--- config.mk ---
export PLATFORM = sky130hd
export DESIGN_NAME = muldiv_iter
export DESIGN_NICKNAME = d
export VERILOG_FILES = /design/src/rtl/muldiv_iter_pkg.sv /design/src/rtl/muldiv_step.sv /design/src/rtl/muldiv_iter.sv
export SDC_FILE = /design/constraint.sdc
export NUM_CORES = 1
export LEC_CHECK = 0
export CORE_UTILIZATION = 59
export DETAILED_ROUTE_END_ITERATION = 8
export PLACE_DENSITY_LB_ADDON = 0.08
export SYNTH_ARGS = -nofsm -noshare
export SYNTH_HDL_FRONTEND = slang
export SYNTH_SLANG_ARGS = --single-unit
--- constraint.sdc ---
create_clock -name clk -period 4.3 [get_ports clk]
set_clock_uncertainty 0.1 [all_clocks]
set_input_delay 0.645 -clock clk [delete_from_list [all_inputs] [get_ports clk]]
set_output_delay 0.645 -clock clk [all_outputs]
set_load 0.03 [all_outputs]
--- src/rtl/muldiv_iter_pkg.sv ---
`default_nettype none
// ============================================================================
// Module      : muldiv_defs (package)
// Description : Shared state encodings, op-bit positions and default widths
//               for the iterative multiply/divide unit.
// Revision    : 1.0 - initial release
// ============================================================================
package muldiv_defs;
    localparam int c_default_width = 32;
    localparam int c_default_cnt_w = 5;

    localparam int c_op_signed_bit = 0;
    localparam int c_op_div_bit    = 1;
    localparam int c_op_w          = 2;

    typedef enum logic [1:0] {
        IDLE = 2'd0,
        CALC = 2'd1,
        FIX  = 2'd2,
        DONE = 2'd3
    } state_t;
endpackage
`default_nettype wire

--- src/rtl/muldiv_step.sv ---
`default_nettype none
// ============================================================================
// Module      : muldiv_step
// Description : One radix-2 iteration: shift-add multiply or restoring
//               shift-subtract divide on a 2W accumulator.
// Revision    : 1.0 - initial release
// ============================================================================
module muldiv_step
    import muldiv_defs::*;
#(
    parameter int WIDTH = c_default_width
) (
    input  logic [2*WIDTH-1:0] i_acc,
    input  logic [WIDTH-1:0]   i_operand,
    input  logic               i_op_div,
    output logic [2*WIDTH-1:0] o_acc_next
);
    logic [WIDTH:0] w_sum;
    logic [WIDTH:0] w_shift_rem;
    logic [WIDTH:0] w_diff;

    // Multiply: {partial, multiplier}; divide: {remainder, dividend/quotient}.
    always_comb begin
        w_sum       = {1'b0, i_acc[2*WIDTH-1:WIDTH]} + (i_acc[0] ? {1'b0, i_operand} : '0);
        w_shift_rem = i_acc[2*WIDTH-1:WIDTH-1];
        w_diff      = w_shift_rem - {1'b0, i_operand};
        o_acc_next  = '0;
        if (!i_op_div) begin
            o_acc_next = {w_sum, i_acc[WIDTH-1:1]};
        end else if (!w_diff[WIDTH]) begin
            o_acc_next = {w_diff[WIDTH-1:0], i_acc[WIDTH-2:0], 1'b1};
        end else begin
            o_acc_next = {w_shift_rem[WIDTH-1:0], i_acc[WIDTH-2:0], 1'b0};
        end
    end
endmodule
`default_nettype wire

--- src/rtl/muldiv_iter.sv ---
`default_nettype none
// ============================================================================
// Module      : muldiv_iter
// Description : Iterative signed/unsigned multiply/divide with HI/LO results,
//               busy/done handshake and pipeline cancel.
// Revision    : 1.0 - initial release
// ============================================================================
module muldiv_iter
    import muldiv_defs::*;
#(
    parameter int WIDTH = c_default_width,
    parameter int CNT_W = c_default_cnt_w
) (
    input  logic             clk,
    input  logic             rst,
    input  logic             start,
    input  logic             op_div,
    input  logic             op_signed,
    input  logic             cancel,
    input  logic [WIDTH-1:0] a,
    input  logic [WIDTH-1:0] b,
    output logic             busy,
    output logic             done,
    output logic             div_by_zero,
    output logic [WIDTH-1:0] hi,
    output logic [WIDTH-1:0] lo
);
    localparam logic [CNT_W-1:0] c_last = CNT_W'(WIDTH - 1);

    state_t             r_state;
    logic [CNT_W-1:0]   r_count;
    logic [2*WIDTH-1:0] r_acc;
    logic [WIDTH-1:0]   r_opb;
    logic               r_div;
    logic               r_neg_res;
    logic               r_neg_dvd;

    logic [c_op_w-1:0]  w_op;
    logic               w_neg_a;
    logic               w_neg_b;
    logic [WIDTH-1:0]   w_mag_a;
    logic [WIDTH-1:0]   w_mag_b;
    logic [2*WIDTH-1:0] w_acc_next;
    logic [2*WIDTH-1:0] w_prod;
    logic [WIDTH-1:0]   w_quo;
    logic [WIDTH-1:0]   w_rem;
    logic [WIDTH-1:0]   w_fix_hi;
    logic [WIDTH-1:0]   w_fix_lo;

    assign w_op    = {op_div, op_signed};
    assign w_neg_a = w_op[c_op_signed_bit] & a[WIDTH-1];
    assign w_neg_b = w_op[c_op_signed_bit] & b[WIDTH-1];
    assign w_mag_a = w_neg_a ? -a : a;
    assign w_mag_b = w_neg_b ? -b : b;

    // Remainder follows the dividend's sign; quotient/product follow a^b.
    assign w_prod   = r_neg_res ? -r_acc : r_acc;
    assign w_quo    = r_acc[WIDTH-1:0];
    assign w_rem    = r_acc[2*WIDTH-1:WIDTH];
    assign w_fix_hi = r_div ? (r_neg_dvd ? -w_rem : w_rem) : w_prod[2*WIDTH-1:WIDTH];
    assign w_fix_lo = r_div ? (r_neg_res ? -w_quo : w_quo) : w_prod[WIDTH-1:0];

    muldiv_step #(.WIDTH(WIDTH)) u_step (
        .i_acc      (r_acc),
        .i_operand  (r_opb),
        .i_op_div   (r_div),
        .o_acc_next (w_acc_next)
    );

    always_ff @(posedge clk or negedge rst) begin
        if (!rst) begin
            r_state     <= IDLE;
            r_count     <= '0;
            r_acc       <= '0;
            r_opb       <= '0;
            r_div       <= 1'b0;
            r_neg_res   <= 1'b0;
            r_neg_dvd   <= 1'b0;
            busy        <= 1'b0;
            done        <= 1'b0;
            div_by_zero <= 1'b0;
            hi          <= '0;
            lo          <= '0;
        end else begin
            case (r_state)
                IDLE, DONE: begin
                    r_state <= IDLE;
                    busy    <= 1'b0;
                    done    <= 1'b0;
                    if (start && !cancel) begin
                        div_by_zero <= 1'b0;
                        if (w_op[c_op_div_bit] && (b == '0)) begin
                            r_state     <= DONE;
                            done        <= 1'b1;
                            div_by_zero <= 1'b1;
                            hi          <= a;
                            lo          <= '1;
                        end else begin
                            r_state   <= CALC;
                            busy      <= 1'b1;
                            r_count   <= '0;
                            r_div     <= w_op[c_op_div_bit];
                            r_acc     <= {{WIDTH{1'b0}}, w_mag_a};
                            r_opb     <= w_mag_b;
                            r_neg_res <= w_neg_a ^ w_neg_b;
                            r_neg_dvd <= w_neg_a;
                        end
                    end
                end
                CALC: begin
                    if (cancel) begin
                        r_state <= IDLE;
                        busy    <= 1'b0;
                    end else begin
                        r_acc   <= w_acc_next;
                        r_count <= r_count + CNT_W'(1);
                        if (r_count == c_last) begin
                            r_state <= FIX;
                        end
                    end
                end
                FIX: begin
                    r_state <= cancel ? IDLE : DONE;
                    busy    <= 1'b0;
                    if (!cancel) begin
                        done <= 1'b1;
                        hi   <= w_fix_hi;
                        lo   <= w_fix_lo;
                    end
                end
                default: begin
                    r_state <= IDLE;
                    busy    <= 1'b0;
                    done    <= 1'b0;
                end
            endcase
        end
    end
endmodule
`default_nettype wire

==> results.sh <==
export IMPL_final_cells=2249
export IMPL_drtPass1Iterations=6
export IMPL_finalNetCount=2062
export IMPL_cts_sinks=173
export IMPL_io_pins=137
export IMPL_synth_distinct_cells=79
export IMPL_wl_per_cell_um=19.1
export IMPL_setup_viol=0
export IMPL_detail_route_antenna_nets=0
export IMPL_required_ns=4.52
export IMPL_path_clk_slew_ns=0.08
export IMPL_drive_gt1_share_pct=6.94
export IMPL_yosysSeqAreaShare_pct=30.3
export IMPL_coreArea_um2=23600
export IMPL_wl_um=43000
export IMPL_grt_first_pass_wirelength_um=68300
export IMPL_ys_seq_elements=173
export IMPL_drc=0
export IMPL_initial_utilization_pct=60.5
export IMPL_row_count=56
export IMPL_crit_chain="inv_1, buf_4, nor2_1, ha_1, a211oi_1, o21ai_0, a21o_1, nor2b_1, o31ai_1, a31oi_1, a2111oi_0, buf_4, o31ai_1"
export IMPL_ir_worst_vdd_uv=372
export IMPL_cts_htree_levels=4
export IMPL_clock_fmax_mhz=256
export IMPL_die_h_um=158
export IMPL_first_global_vias=13100
export IMPL_cp_data_arrival_time_ns=4.13
export IMPL_fin_area_um2=16800
export IMPL_slew_headroom_pct=41.4
export IMPL_track_usage_pct=35.6
export IMPL_total_leakage_power_nw=7.43
export IMPL_crit_fanout=18
export IMPL_ctsHoldBuffers=0
export IMPL_final_max_slew_viol_count=0
export IMPL_cts_tree="yes"
export IMPL_clk_path_buf_depth=2
export IMPL_cts_resized=0
export IMPL_rsz0062_at_grt="false"
export IMPL_ys_flop_type="dfrtp_1"
export IMPL_ys_async_sr_fraction_pct=100
export IMPL_gp_congestion=0.969
export IMPL_drt_iter0_markers=1042
export IMPL_synth_edff_count=0
export IMPL_synth_area_per_cell_um2=7.95
export IMPL_critPathKind="reg -> reg"
export IMPL_grt_max_degree=84
export IMPL_crit_buf_inv=3
export IMPL_fin_crit_ns=3.90
export IMPL_dpl_hpwl_um=33000
export IMPL_critical_path_top_delay_family="compound AO/OA/AOI/OAI gates"
export IMPL_yosysWarnings=0
export IMPL_cts_buffers=17
export IMPL_avgViaCountPerCell=6.17
export IMPL_drv_cap=0
export IMPL_setup_tns_ns=0
export IMPL_synth_net_count=1939
export IMPL_antenna_found_initial=0
export IMPL_clk_latency_ns=0.45
export IMPL_endpoint_kind="flop"
export IMPL_timing_final_crit_share_pct=90.8
export IMPL_cp_slowest_cell="a2111oi_0"
export IMPL_placed_area_um2=16300
export IMPL_grt_overflow=0
export IMPL_hold_violations=0
export IMPL_synth_area_um2=14300
export IMPL_status="finished, final reports clean"
export IMPL_die_x_um=158
export IMPL_dp_cells=2218
export IMPL_area_growth_pct=18.0
export IMPL_vias=13900
export IMPL_fin_util_pct=71.3
export IMPL_port_buffers=136
export IMPL_min_path_type="in -> async"
export IMPL_n_antenna_cell=0
export IMPL_cts_root_buf="clkbuf_16"
export IMPL_critPathLaunchType="flop"
export IMPL_worst_pin_slew_ns=0.879
export IMPL_dieArea_um2=24800
export IMPL_netlist_instances=1795
export IMPL_slowest_delay_ns=0.44
export IMPL_power_density_nw_per_um2=603
export IMPL_post_cts_buffers=0
per-layer routing:
| layer | wire, µm | vias to the layer above | part of all wire, % | global-route usage (%) |
|---|---|---|---|---|
| met4 | 2150 | 0 | 5.0 | 20.0 |
| met1 | 17500 | 6517 | 41 | 44.3 |
| met2 | 20700 | 557 | 48 | 60.0 |
| met3 | 2680 | 102 | 6.2 | 3.91 |
| li1 | - | 6711 | - | - |
| met5 | 0 | - | 0 | 0 |
path summary, 6_finish.rpt:
| check | to | depth (start not counted) | start | slack, ns |
|---|---|---|---|---|
| min in group clk | r_opb[26]$_DFFE_PN0P_ | 2 | r_opb[26]$_DFFE_PN0P_ | 0.39 |
| setup reg to reg | r_acc[63]$_DFFE_PN0P_ | 13 | r_acc[0]$_DFFE_PN0P_ | 0.40 |
| hold reg to reg | r_opb[26]$_DFFE_PN0P_ | 2 | r_opb[26]$_DFFE_PN0P_ | 0.39 |
| max in group asynchronous | r_acc[49]$_DFFE_PN0P_ | 2 | rst | 3.02 |
| setup / recovery | r_acc[63]$_DFFE_PN0P_ | 13 | r_acc[0]$_DFFE_PN0P_ | 0.40 |
| hold / removal | lo[3]$_DFFE_PN0P_ | 1 | rst | 0.12 |
metrics by stage:
stage | hold WS, ns | setup slack [ns] | total power [mW]
detailed placement | 0.370 | 0.210 | 8.50
global route | 0.207 | 0.137 | 10.8
CTS | 0.172 | 0.485 | 10.1
global placement | 0.366 | 0.318 | 8.38
finish | 0.115 | 0.397 | 10.2
floorplan | 0.249 | 0.774 | 6.54
Yosys cell counts (4+ instances only):
library cell / n / share of area [%]
o211ai_1: 10 / 0.53
a22oi_1: 15 / 0.79
buf_2: 21 / 0.74
nor2b_1: 11 / 0.48
nand2_1: 220 / 5.8
xnor2_1: 77 / 4.7
o221ai_1: 11 / 0.67
nor4_1: 15 / 0.66
nand3b_1: 5 / 0.26
or4_1: 9 / 0.47
nor2_1: 156 / 4.1
a21o_1: 34 / 1.8
mux2_2: 5 / 0.39
dfrtp_1: 173 / 30
nand3_1: 20 / 0.70
and4_1: 4 / 0.25
o21ai_0: 216 / 7.6
and2_1: 12 / 0.53
buf_1: 5 / 0.13
nand4_1: 13 / 0.57
a21oi_1: 124 / 4.3
a211oi_1: 7 / 0.37
a31oi_1: 43 / 1.9
nor3_1: 29 / 1.0
nand4b_1: 5 / 0.31
or2_2: 4 / 0.18
o31ai_1: 20 / 1.1
o41ai_1: 13 / 0.80
a221o_1: 5 / 0.35
ha_1: 72 / 6.3
o21ai_1: 9 / 0.32
mux2i_1: 58 / 4.1
nor3b_1: 11 / 0.58
inv_1: 65 / 1.7
and3_1: 15 / 0.66
clkbuf_1: 76 / 2.0
xor2_1: 93 / 5.7
a211o_1: 5 / 0.31
or3_1: 16 / 0.70
o21a_1: 10 / 0.53
nand2b_1: 17 / 0.74
o21bai_1: 7 / 0.37
a41oi_1: 4 / 0.25
a32oi_1: 6 / 0.37
flip-flops by register name, indices dropped and copies added (netlist names):
name and flops:
r_div 1, busy 1, r_acc 64, r_neg_res 1
done 1, div_by_zero 1, r_neg_dvd 1, r_count 5
hi 32, lo 32, r_state 2, r_opb 32
power breakdown:
part	internal [mW]	switching (mW)	total, mW	leakage (nW)
logic	2.47	3.46	5.93	4.98
registers	2.04	0.624	2.67	2.17
clock network	0.789	0.772	1.56	0.280
total	5.30	4.86	10.2	7.43
cells by family after synthesis:
logic type / count (synthesis) / share of synthesized area [%]
XOR/XNOR: 170 / 10.4
flip-flops: 173 / 30.3
buffers and inverters: 168 / 4.65
multiplexers: 64 / 4.56
AO/OA/AOI/OAI: 573 / 24.6
adder cells (fa/ha/maj): 74 / 6.59
AND/OR/NAND/NOR: 573 / 18.8
layout by cell type, fill, tap and decap left out, types with 13 or more instances in the layout:
cell	Yosys	final
nand2_1	220	220
o21ai_0	216	216
dfrtp_1	173	172
nor2_1	156	156
clkdlybuf4s50_1	0	135
a21oi_1	124	123
xor2_1	93	93
xnor2_1	77	77
ha_1	72	70
inv_1	65	65
buf_4	0	65
mux2i_1	58	58
a31oi_1	43	43
a21o_1	34	33
nor3_1	29	29
nand3_1	20	20
o31ai_1	20	19
clkbuf_16	0	17
nand2b_1	17	16
or3_1	16	16
and3_1	15	15
nor4_1	15	15
a22oi_1	15	15
nand4_1	13	13
o41ai_1	13	13
cell type report:
type,instances,area (µm²)
Timing Repair Buffer,207,1970
Multi-Input combinational cell,1454,9310
Tap cell,319,399
Fill cell,1959,6770
Sequential cell,173,4330
Clock inverter,13,149
Inverter,65,244
Clock buffer,18,439
Power figures use the tool's default switching activity.
